**src/rtl/link_pkg.sv**
```systemverilog
// Shared definitions for the board-to-board game link (used by link_tx and link_rx).
// Frame: start(0), 8 data bits LSB first, even parity, stop(1).
package link_pkg;

  typedef enum logic [2:0] {IDLE, START, DATA, PARITY, STOP} link_state_t;

  localparam int LINK_DATA_BITS  = 8;
  localparam int LINK_FRAME_BITS = 11;

  localparam int PWR_LSB   = 0;
  localparam int READY_BIT = 4;
  localparam int THROW_BIT = 5;
  localparam int SEQ_LSB   = 6;

  typedef struct packed {
    logic       throw_flag;
    logic       player_ready;
    logic [3:0] power;
  } link_fields_t;

  function automatic logic [LINK_DATA_BITS-1:0] link_payload(input logic [1:0] seq,
                                                              input link_fields_t f);
    logic [LINK_DATA_BITS-1:0] p;
    p                 = '0;
    p[SEQ_LSB +: 2]   = seq;
    p[THROW_BIT]      = f.throw_flag;
    p[READY_BIT]      = f.player_ready;
    p[PWR_LSB +: 4]   = f.power;
    return p;
  endfunction

endpackage

```
**src/rtl/link_baud_gen.sv**
```systemverilog
// Bit-period counter: counts 0..CLKS_PER_BIT-1 and flags the terminal count.
// Held at zero while clear is asserted so the first bit after clear is full length.
module link_baud_gen #(
  parameter int CLKS_PER_BIT = 60
) (
  input  logic clk,
  input  logic rst,
  input  logic clear,
  output logic bit_tick
);

  localparam int CW = (CLKS_PER_BIT > 1) ? $clog2(CLKS_PER_BIT) : 1;
  localparam logic [CW-1:0] CNT_MAX = CW'(CLKS_PER_BIT - 1);

  logic [CW-1:0] cnt;

  assign bit_tick = !clear && (cnt == CNT_MAX);

  always_ff @(posedge clk or posedge rst) begin
    if (rst)                    cnt <= '0;
    else if (clear || bit_tick) cnt <= '0;
    else                        cnt <= cnt + 1'b1;
  end

endmodule

```
**src/rtl/link_tx.sv**
```systemverilog
// Game-link serial transmitter: sends {seq, throw, ready, power} on change of the
// local fields and periodically as a keepalive. All outputs are registered.
module link_tx
  import link_pkg::*;
#(
  parameter int CLKS_PER_BIT   = 60,
  parameter int REFRESH_CYCLES = 600000
) (
  input  logic       clk60MHz,
  input  logic       rst,
  input  logic       link_en,
  input  logic       player_ready,
  input  logic       throw_flag,
  input  logic [3:0] power,
  output logic       tx,
  output logic       busy,
  output logic       frame_sent,
  output logic [1:0] seq
);

  localparam int RW = (REFRESH_CYCLES > 1) ? $clog2(REFRESH_CYCLES) : 1;
  localparam logic [RW-1:0] REF_MAX = RW'(REFRESH_CYCLES - 1);

  link_state_t               state, state_nxt;
  logic [2:0]                bit_idx, idx_nxt, idx_plus;
  logic [LINK_DATA_BITS-1:0] shreg, payload;
  logic [RW-1:0]             refresh_cnt;
  link_fields_t              cur, last_sent;
  logic                      first_pending;
  logic [1:0]                seq_next;
  logic                      launch, bit_tick;
  logic                      tx_nxt, busy_nxt, sent_nxt;

  assign cur      = {throw_flag, player_ready, power};
  assign seq_next = seq + 2'd1;
  assign payload  = link_payload(seq_next, cur);
  assign idx_plus = bit_idx + 3'd1;

  link_baud_gen #(.CLKS_PER_BIT(CLKS_PER_BIT)) u_baud (
    .clk      (clk60MHz),
    .rst      (rst),
    .clear    (state == IDLE),
    .bit_tick (bit_tick)
  );

  always_comb begin
    state_nxt = state;
    idx_nxt   = bit_idx;
    tx_nxt    = tx;
    busy_nxt  = busy;
    sent_nxt  = 1'b0;
    launch    = 1'b0;
    case (state)
      IDLE: begin
        launch = link_en && (first_pending || (cur != last_sent) || (refresh_cnt == REF_MAX));
        if (launch) begin
          state_nxt = START;
          idx_nxt   = '0;
          tx_nxt    = 1'b0;
          busy_nxt  = 1'b1;
        end
      end
      START: if (bit_tick) begin
        state_nxt = DATA;
        tx_nxt    = shreg[0];
      end
      DATA: if (bit_tick) begin
        if (bit_idx == 3'd7) begin
          state_nxt = PARITY;
          tx_nxt    = ^shreg;
        end else begin
          idx_nxt = idx_plus;
          tx_nxt  = shreg[idx_plus];
        end
      end
      PARITY: if (bit_tick) begin
        state_nxt = STOP;
        tx_nxt    = 1'b1;
      end
      STOP: if (bit_tick) begin
        state_nxt = IDLE;
        busy_nxt  = 1'b0;
        sent_nxt  = 1'b1;
      end
      default: begin
        state_nxt = IDLE;
        tx_nxt    = 1'b1;
        busy_nxt  = 1'b0;
      end
    endcase
  end

  always_ff @(posedge clk60MHz or posedge rst) begin
    if (rst) begin
      state         <= IDLE;
      bit_idx       <= '0;
      tx            <= 1'b1;
      busy          <= 1'b0;
      frame_sent    <= 1'b0;
      seq           <= '0;
      shreg         <= '0;
      last_sent     <= '0;
      first_pending <= 1'b1;
      refresh_cnt   <= '0;
    end else begin
      state      <= state_nxt;
      bit_idx    <= idx_nxt;
      tx         <= tx_nxt;
      busy       <= busy_nxt;
      frame_sent <= sent_nxt;
      if (launch) begin
        shreg         <= payload;
        seq           <= seq_next;
        last_sent     <= cur;
        first_pending <= 1'b0;
      end
      // Keepalive timer only runs while idle and enabled; it is zero for the whole frame.
      if (!link_en)
        refresh_cnt <= '0;
      else if (state == IDLE) begin
        if (launch)                      refresh_cnt <= '0;
        else if (refresh_cnt != REF_MAX) refresh_cnt <= refresh_cnt + 1'b1;
      end
    end
  end

endmodule

```
**config.mk**
```make
export PLATFORM = sky130hd
export DESIGN_NAME = link_tx
export DESIGN_NICKNAME = d
export VERILOG_FILES = /design/src/rtl/link_pkg.sv /design/src/rtl/link_baud_gen.sv /design/src/rtl/link_tx.sv
export SDC_FILE = /design/constraint.sdc
export NUM_CORES = 1
export LEC_CHECK = 0
export ABC_AREA = 1
export BUFFER_PORTS_ARGS = -buffer_cell sky130_fd_sc_hd__buf_2
export CORE_UTILIZATION = 49
export DETAILED_ROUTE_END_ITERATION = 16
export PLACE_DENSITY = 0.66
export SYNTH_ARGS = -nofsm -noshare
export SYNTH_HDL_FRONTEND = slang
export SYNTH_SLANG_ARGS = --single-unit
```
**constraint.sdc**
```tcl
create_clock -name clk60MHz -period 3.08 [get_ports clk60MHz]
set_input_delay 0.616 -clock clk60MHz [delete_from_list [all_inputs] [get_ports clk60MHz]]
set_output_delay 0.616 -clock clk60MHz [all_outputs]
set_load 0.05 [all_outputs]
```
==> reports/summary.txt <==
status: finished clean
Pins Over Slew Limit: 0
Row Count: 26
antenna-violating nets left: 0
number of post-CTS setup repair buffers: 0
Seq cells post-synth: 44
PortBufs: 13
max-cap violations: 0
critical path fanouts, max: 17
CTS Sinks: 44
cell area after layout: 2910 um^2
# DRC: 0
critical path type: flop to flop
Clock Latency Late Sink: 300 ps
Worst Tran Pin Value: 462 ps
DP Area: 2820 um^2
post-synth top area share: 0.391
core box area: 5200 um^2
total CTS buffers: 5
CP Capture Type: flop
Synth Warn #: 0
Synth cell types: 36
utilization after layout: 0.558
synth cell count leaders: nand2_1, inv_1, dfrtp_1
count of hold-fix buffers inserted at cts: 0
Clock Skew: 13.2 ps
DP Worst Slack: 1180 ps
most frequent cell after synthesis: nand2_1
Via Count: 2258
DRT Wirelength: 5170 um
IR drop worst, VDD: 0.547 mV
unrepaired setup endpoints after global routing: false
fmax: 0.527 GHz
total gr overflow: 0
WP data arrival: 2080 ps
Initial Util: 0.517
Mean Syn Cell Area: 7.27 um^2
Die Area: 5790 um^2
setup_tns: 0 ps
vias in the first global route: 2117
area leader, netlist: dfrtp_1
largest net degree at the start of global routing: 32
Post-synth EDFFs: 0
Die Y: 76.1 um
worst endpoint required time: 3270 ps
Final #Nets: 400
H-Tree Depth: 2
final setup vio count: 0
WL/cell: 11.3 um
vias per std cell: 4.93
Final min period: 1900 ps
Placer Congestion: 0.869
Starting DRT DRC Count: 113
GRT Total Usage: 0.195
CTS tree: built
Static Leak: 0.00144 uW
synthesized instance count: 370
Area Growth Syn to Fin: 8.05%
ys async rst share: 1.00
Bufs on Longest Clock Path: 2
PostCTS Resize Cnt: 0
TritonRoute pass-1 iters: 6
Mapped Nets: 383
ys flop type: dfrtp_1
Final Hold Fails: 0
fin crit share: 0.616
initial antenna violation count: 0
Final Power: 2220 uW
filler instances: 520
first-pass GRT wire length: 9240 um
R2R Setup Slk: 1180 ps
Post-DP HPWL: 3880 um
Hold/Removal Path Class: primary input to async pin
ANT cells: 0
Clock Tree Root: clkbuf_8
register area share after synthesis: 0.410
setup ws final: 1180 ps
pwr/cell area: 765 nW/um^2
Max transition margin: 0.690
synthesized area: 2690 um^2
synth top area cells: dfrtp_1, nand2_1, inv_1, nor2_1, nand3_1
share of cells above drive strength 1: 0.139
clock slew at reported path FFs: 90 ps
crit start category: flop
I/O pin cnt: 14
overall die width: 76.1 um
report_power, final:
part	internal (uW)	switching, uW	total (uW)
combinational	321	682	1000
clock	159	209	368
sequential	708	142	850
total	1190	1030	2220
placed cells by master (no fill, tap or decap), types with 2 or more instances in the layout:
master	instances
nand2_1	120
nand2_2	3
o21ai_0	14
nand4_1	12
clkinv_2	2
nor3_1	8
o211ai_1	2
nor2_4	2
nor2_1	37
nand2_4	2
xnor2_1	3
nor3_2	2
xor2_1	9
inv_2	6
dfstp_2	2
buf_2	13
dfrtp_1	42
clkbuf_8	5
ha_1	4
nand3_1	25
o22ai_1	2
nor2_2	11
a21oi_1	5
inv_1	42
a22oi_1	2
worst max-delay path, cell delays in order (launching register included):
cell     delay (ps)
dfrtp_1         410
ha_1            210
nand2_2          80
nor3b_2         210
nand3_1         120
nand2_1         120
nand2_4          90
nor2_8          220
nor2_4           60
inv_4           200
nor2_1           80
registers in the layout (all words and copies together), names as in the netlist:
name	count
tx	1
state	3
seq	2
busy	1
shreg	6
frame_sent	1
first_pending	1
refresh_cnt	20
u_baud.cnt	6
bit_idx	3
metal layers:
metal	global-route usage	vias to the layer above	wire, um
met5	0	-	0
met4	0.0635	0	55
met3	0.0251	5	97
met2	0.328	20	2460
met1	0.261	1025	2560
li1	-	1208	-
logic make-up after synthesis:
logic type / synth area share
compound gates: 0.0596
xor+xnor: 0.0391
fa+ha+maj: 0.0186
buf+inv: 0.0824
flops: 0.410
mux: 0.00372
simple gates: 0.386
path summary, 6_finish.rpt:
kind,end,startpoint,cells after the start
max in group asynchronous,first_pending,rst,3
hold reg to reg,first_pending,first_pending,2
setup reg to reg,refresh_cnt[18],refresh_cnt[0],10
hold / removal,u_baud.cnt[5],rst,2
setup / recovery,refresh_cnt[18],refresh_cnt[0],10
min in group clk60MHz,first_pending,first_pending,2
cell type report:
type	instances	area [um^2]	area share
clock buffer	5	68.8	0.0237
clock inverter	3	18.8	0.00646
inverter	50	190	0.0655
sequential	44	1100	0.380
tap	70	87.6	0.0301
multi-input combinational	272	1360	0.469
timing repair buffer	14	72.6	0.0250
per-stage QoR:
stage,hold slack (ps),std cells
3_3_place_gp,429,450
5_1_grt,279,458
3_5_place_dp,434,450
4_1_cts,265,458
6_report,257,458
2_1_floorplan,424,370
Power figures use the tool's default switching activity.
